$ cat src/rtl/led_marquee_ctrl.sv
// LED marquee controller: loads a window of lit LEDs on start and steps it
// around a 16-bit display every STEP_DIV clocks. A button toggles RUN/PAUSE.
// Optional build macro MARQUEE_BOUNCE_EN: when defined, mode 2 bounces the
// window between the display ends. When undefined, mode 2 rotates left.
//
// state  | meaning
// -------+--------------------------------------------------------------
// IDLE   | display blank, prescaler cleared, waiting for start
// RUN    | prescaler counting, pattern steps when count reaches STEP_DIV-1
// PAUSE  | prescaler and pattern frozen until the next button edge
// (3)    | unreachable encoding, treated as IDLE
module led_marquee_ctrl #(
    parameter int unsigned STEP_DIV = 4
) (
    input  logic        clk,
    input  logic        rst,
    input  logic        start,
    input  logic        stop,
    input  logic        button,
    input  logic [2:0]  switch,
    input  logic [1:0]  mode,
    output logic [15:0] led,
    output logic [1:0]  state
);

    typedef enum logic [1:0] {
        ST_IDLE  = 2'd0,
        ST_RUN   = 2'd1,
        ST_PAUSE = 2'd2
    } state_t;

    localparam logic [7:0] PRESC_LAST = 8'(STEP_DIV - 1);

    state_t      state_q, state_d;
    logic [15:0] led_q, led_d;
    logic [7:0]  presc_q, presc_d;
    logic        button_q;
    logic        btn_edge;
    logic [15:0] led_load;
    logic [15:0] led_step;
`ifdef MARQUEE_BOUNCE_EN
    // 0 = moving left (towards led[15]), 1 = moving right
    logic        dir_q, dir_d, dir_step;
`endif

    assign btn_edge = button & ~button_q;
    // window of switch+1 ones, right-aligned
    assign led_load = 16'hFFFF >> (4'd15 - {1'b0, switch});

    // Pattern produced by one step in the current mode
    always_comb begin
        led_step = led_q;
`ifdef MARQUEE_BOUNCE_EN
        dir_step = dir_q;
`endif
        case (mode)
            2'd0: led_step = {led_q[14:0], led_q[15]};
            2'd1: led_step = {led_q[0], led_q[15:1]};
`ifdef MARQUEE_BOUNCE_EN
            2'd2: begin
                if (!dir_q && led_q[15]) begin
                    dir_step = 1'b1;
                    led_step = {1'b0, led_q[15:1]};
                end else if (dir_q && led_q[0]) begin
                    dir_step = 1'b0;
                    led_step = {led_q[14:0], 1'b0};
                end else if (dir_q) begin
                    led_step = {1'b0, led_q[15:1]};
                end else begin
                    led_step = {led_q[14:0], 1'b0};
                end
            end
`else
            2'd2: led_step = {led_q[14:0], led_q[15]};
`endif
            default: led_step = led_q;
        endcase
    end

    // Next-state logic: stop > start > button edge > step
    always_comb begin
        state_d = state_q;
        led_d   = led_q;
        presc_d = presc_q;
`ifdef MARQUEE_BOUNCE_EN
        dir_d   = dir_q;
`endif
        if (stop) begin
            state_d = ST_IDLE;
            led_d   = 16'h0000;
            presc_d = 8'd0;
`ifdef MARQUEE_BOUNCE_EN
            dir_d   = 1'b0;
`endif
        end else if (start) begin
            state_d = ST_RUN;
            led_d   = led_load;
            presc_d = 8'd0;
`ifdef MARQUEE_BOUNCE_EN
            dir_d   = 1'b0;
`endif
        end else begin
            case (state_q)
                ST_RUN: begin
                    if (btn_edge) begin
                        state_d = ST_PAUSE;
                    end else if (presc_q == PRESC_LAST) begin
                        presc_d = 8'd0;
                        led_d   = led_step;
`ifdef MARQUEE_BOUNCE_EN
                        dir_d   = dir_step;
`endif
                    end else begin
                        presc_d = presc_q + 8'd1;
                    end
                end
                ST_PAUSE: begin
                    if (btn_edge) state_d = ST_RUN;
                end
                default: begin
                    state_d = ST_IDLE;
                    led_d   = 16'h0000;
                    presc_d = 8'd0;
`ifdef MARQUEE_BOUNCE_EN
                    dir_d   = 1'b0;
`endif
                end
            endcase
        end
    end

    // State, pattern, prescaler and button history registers
    always_ff @(posedge clk or negedge rst) begin
        if (!rst) begin
            state_q  <= ST_IDLE;
            led_q    <= 16'h0000;
            presc_q  <= 8'd0;
            button_q <= 1'b0;
`ifdef MARQUEE_BOUNCE_EN
            dir_q    <= 1'b0;
`endif
        end else begin
            state_q  <= state_d;
            led_q    <= led_d;
            presc_q  <= presc_d;
            button_q <= button;
`ifdef MARQUEE_BOUNCE_EN
            dir_q    <= dir_d;
`endif
        end
    end

    assign led   = led_q;
    assign state = state_q;

endmodule

$ cat config.mk
export PLATFORM = sky130hd
export DESIGN_NAME = led_marquee_ctrl
export DESIGN_NICKNAME = d
export VERILOG_FILES = /design/src/rtl/led_marquee_ctrl.sv
export SDC_FILE = /design/constraint.sdc
export NUM_CORES = 1
export LEC_CHECK = 0
export ABC_AREA = 1
export BUFFER_PORTS_ARGS = -buffer_cell sky130_fd_sc_hd__buf_2
export CAP_MARGIN = 25
export CORE_MARGIN = 10
export CORE_UTILIZATION = 57
export DETAILED_ROUTE_END_ITERATION = 10
export PLACE_DENSITY = 0.8
export SYNTH_ARGS = -nofsm -noshare
export SYNTH_HDL_FRONTEND = slang
export SYNTH_SLANG_ARGS = --single-unit
$ cat constraint.sdc
create_clock -name clk -period 1.6 [get_ports clk]
set_input_delay 0.16 -clock clk [delete_from_list [all_inputs] [get_ports clk]]
set_output_delay 0.16 -clock clk [all_outputs]
set_load 0.05 [all_outputs]
==> metrics.cfg <==
[global_route]
grt_overflow=0
first_global_vias=1620
antenna_found_initial=0
track_usage_pct=14.1
grt_pass1_wl_mm=7.26
grt_max_degree=28

[cells_and_area]
fin_nets=308
area_growth_pct=13.1
final_cell_mix=nand2_1 (89), nor2_1 (43), inv_1 (28), buf_2 (27), dfrtp_1 (25)
n_antenna_cell=0
nFillCells=275
layout_commonest_cell=nand2_1
drive_above_1_share_pct=23.0

[floorplan]
initial_core_util_pct=60.4
fp.dieW_um=77.4
rows=20
ios=28
dieArea_um2=5980
fp.coreArea_um2=3100
dieHeight_um=77.4

[setup_path]
path_cells=ha_4 > nand2_1 > nor2_4 > nor2_8 > nor2_8 > buf_12 > nand3_1 > nand2_1
path_class=flop to flop
r2r_cells=8
cpLargestDelayFamily=simple AND/OR/NAND/NOR gates
cp_num_buf_inv=1
cp.arrival_ns=1.74
r2r_slack_ns=0.14
crit_fanout=12
crit_path_top_delay_cell=dfrtp_1
cp-start-kind=flop
max_stage_delay_ns=0.45
rr_startpoint=presc_q[1]
endpoint_kind=flop
r2r-end=led[6]
worstPathRequired_ns=1.88
crit_start=presc_q[1]

[sta]
rsz0062_at_grt=false
finClkSkew_ns=0.00981
tightest_slew_ns=0.607
hold_viol=0
setup_violations=0
final.setup.tns_ns=0
period_needed_ns=1.46
fmax_mhz=683
fin_crit_sh_pct=91.5
slew_violations=0
timing.slew.headroom_pct=59.5

[yosys]
syn_inst=265
synth-warning-count=0
syn_area_um2=1880
yosysSeqAreaShare_pct=36.0
synth_area_per_cell_um2=7.08
syn_nets=276
synth_cell_type_count=28
synth-seq-cells=27

[clock_network]
clkTransAtPathRegs_ns=0.15
cts_buffer_depth=2
numCtsBuffers=3
cts_root_buf=clkbuf_4
cts.sinks=27
cts_tree=built
cts_max_level=1
clock_latency_ns=0.33

[routing]
drc=0
routed_wl_mm=3.98
firstDrtPassIters=4
vias=1694
antenna_left=0
drtIter0Drc=114
wl_per_cell_um=11.7
vias_per_cell=4.98

[place]
place_hpwl_mm=2.92
gp_congestion=0.884
io_buffer_count=27

[power_and_ir_drop]
peakVddDrop_mv=0.396
total_power_mw=1.39
p_leak_nw=1.13
power_density_nw_per_um2=654

[run]
maxCapViolCount=0

[worst_hold_path]
min_to=presc_q[4]
hold_class=input port to flop
hold_start=start
hold_depth=4

[status]
status=completed

==> cell type report <==
class	count	area [um2]	area share, %
Multi-Input combinational cell	198	1020	48.3
Inverter	32	123	5.78
Tap cell	44	55.1	2.60
Clock buffer	3	22.5	1.06
Sequential cell	27	678	32.0
Timing Repair Buffer	35	213	10.0
Clock inverter	1	5.00	0.236
==> per-stage QoR <==
step / instances / cell area, um2 / hold WS (ns) / setup slack [ns] / utilization (%)
CTS: 338 / 2070 / 0.155 / 0.0387 / 66.9
global placement: 332 / 2030 / 0.205 / 0.122 / 65.3
floorplan: 265 / 1880 / -0.136 / 0.0166 / -
detailed placement: 332 / 2030 / 0.208 / 0.0750 / 65.3
global route: 340 / 2120 / 0.153 / 0.0223 / 68.3
finish: 340 / 2120 / 0.162 / 0.135 / 68.3
==> cells in the mapped netlist (all sizes together) <==
| cell type | n | area [um2] |
|---|---|---|
| buf | 6 | 62.6 |
| nand3 | 30 | 233 |
| dfrtp | 27 | 676 |
| o21ai | 10 | 53.8 |
| inv | 32 | 123 |
| ha | 1 | 12.5 |
| a21oi | 5 | 25.0 |
| clkbuf | 2 | 7.51 |
| nor3 | 4 | 20.0 |
| nand4 | 3 | 18.8 |
| nand2 | 92 | 372 |
| o21bai | 1 | 7.51 |
| nor2 | 51 | 259 |
| o22ai | 1 | 6.26 |
==> kinds of logic (layout without fill, tap and decap cells) <==
logic type	after synthesis	in the layout	share of synthesized area [%]
AOI/OAI and AO/OA	17	17	4.94
adders and majority gates	1	1	0.667
and+or+nand+nor	180	180	48.1
buffers and inverters	40	71	10.3
DFF	27	27	36.0
==> power by group <==
| part | switching [mW] | internal, mW | leakage, nW |
|---|---|---|---|
| sequential | 0.0357 | 0.716 | 0.364 |
| clock | 0.205 | 0.0940 | 0.0177 |
| combinational | 0.235 | 0.102 | 0.750 |
| total | 0.476 | 0.912 | 1.13 |
==> worst register-to-register path: stages (launching register included) <==
cell and delay, ns:
dfrtp_1 0.45, ha_4 0.18, nand2_1 0.11, nor2_4 0.18, nor2_8 0.06, nor2_8 0.14
buf_12 0.15, nand3_1 0.08, nand2_1 0.06
==> registers in the layout, indices dropped and copies added, names as in the netlist <==
signal and flops:
button_q 1, led 16, presc_q 8, state 2
==> layer usage <==
layer / GRT usage (%) / routed length, um / vias to the layer above
met5: 0 / 0 / -
met4: 4.56 / 34 / 0
met3: 3.57 / 255 / 3
met2: 23.2 / 1860 / 46
met1: 17.7 / 1830 / 756
li1: - / - / 889
==> worst max-delay path by stage <==
stage               depth (start not counted)  slack [ns]      to
floorplan                                   8        0.02  led[0]
global placement                            7        0.12  led[6]
detailed placement                          7        0.08  led[3]
CTS                                         7        0.04  led[6]
global route                                8        0.02  led[6]
finish                                      8        0.14  led[6]
==> what timing repair did <==
item                                   in CTS  in global routing
endpoints found under the hold margin      28                  0
hold buffers                                2                  0
gates resized for setup                     0                  4
setup buffers                               0                  2
setup endpoints to repair                   0                 16
Power figures use the tool's default switching activity.
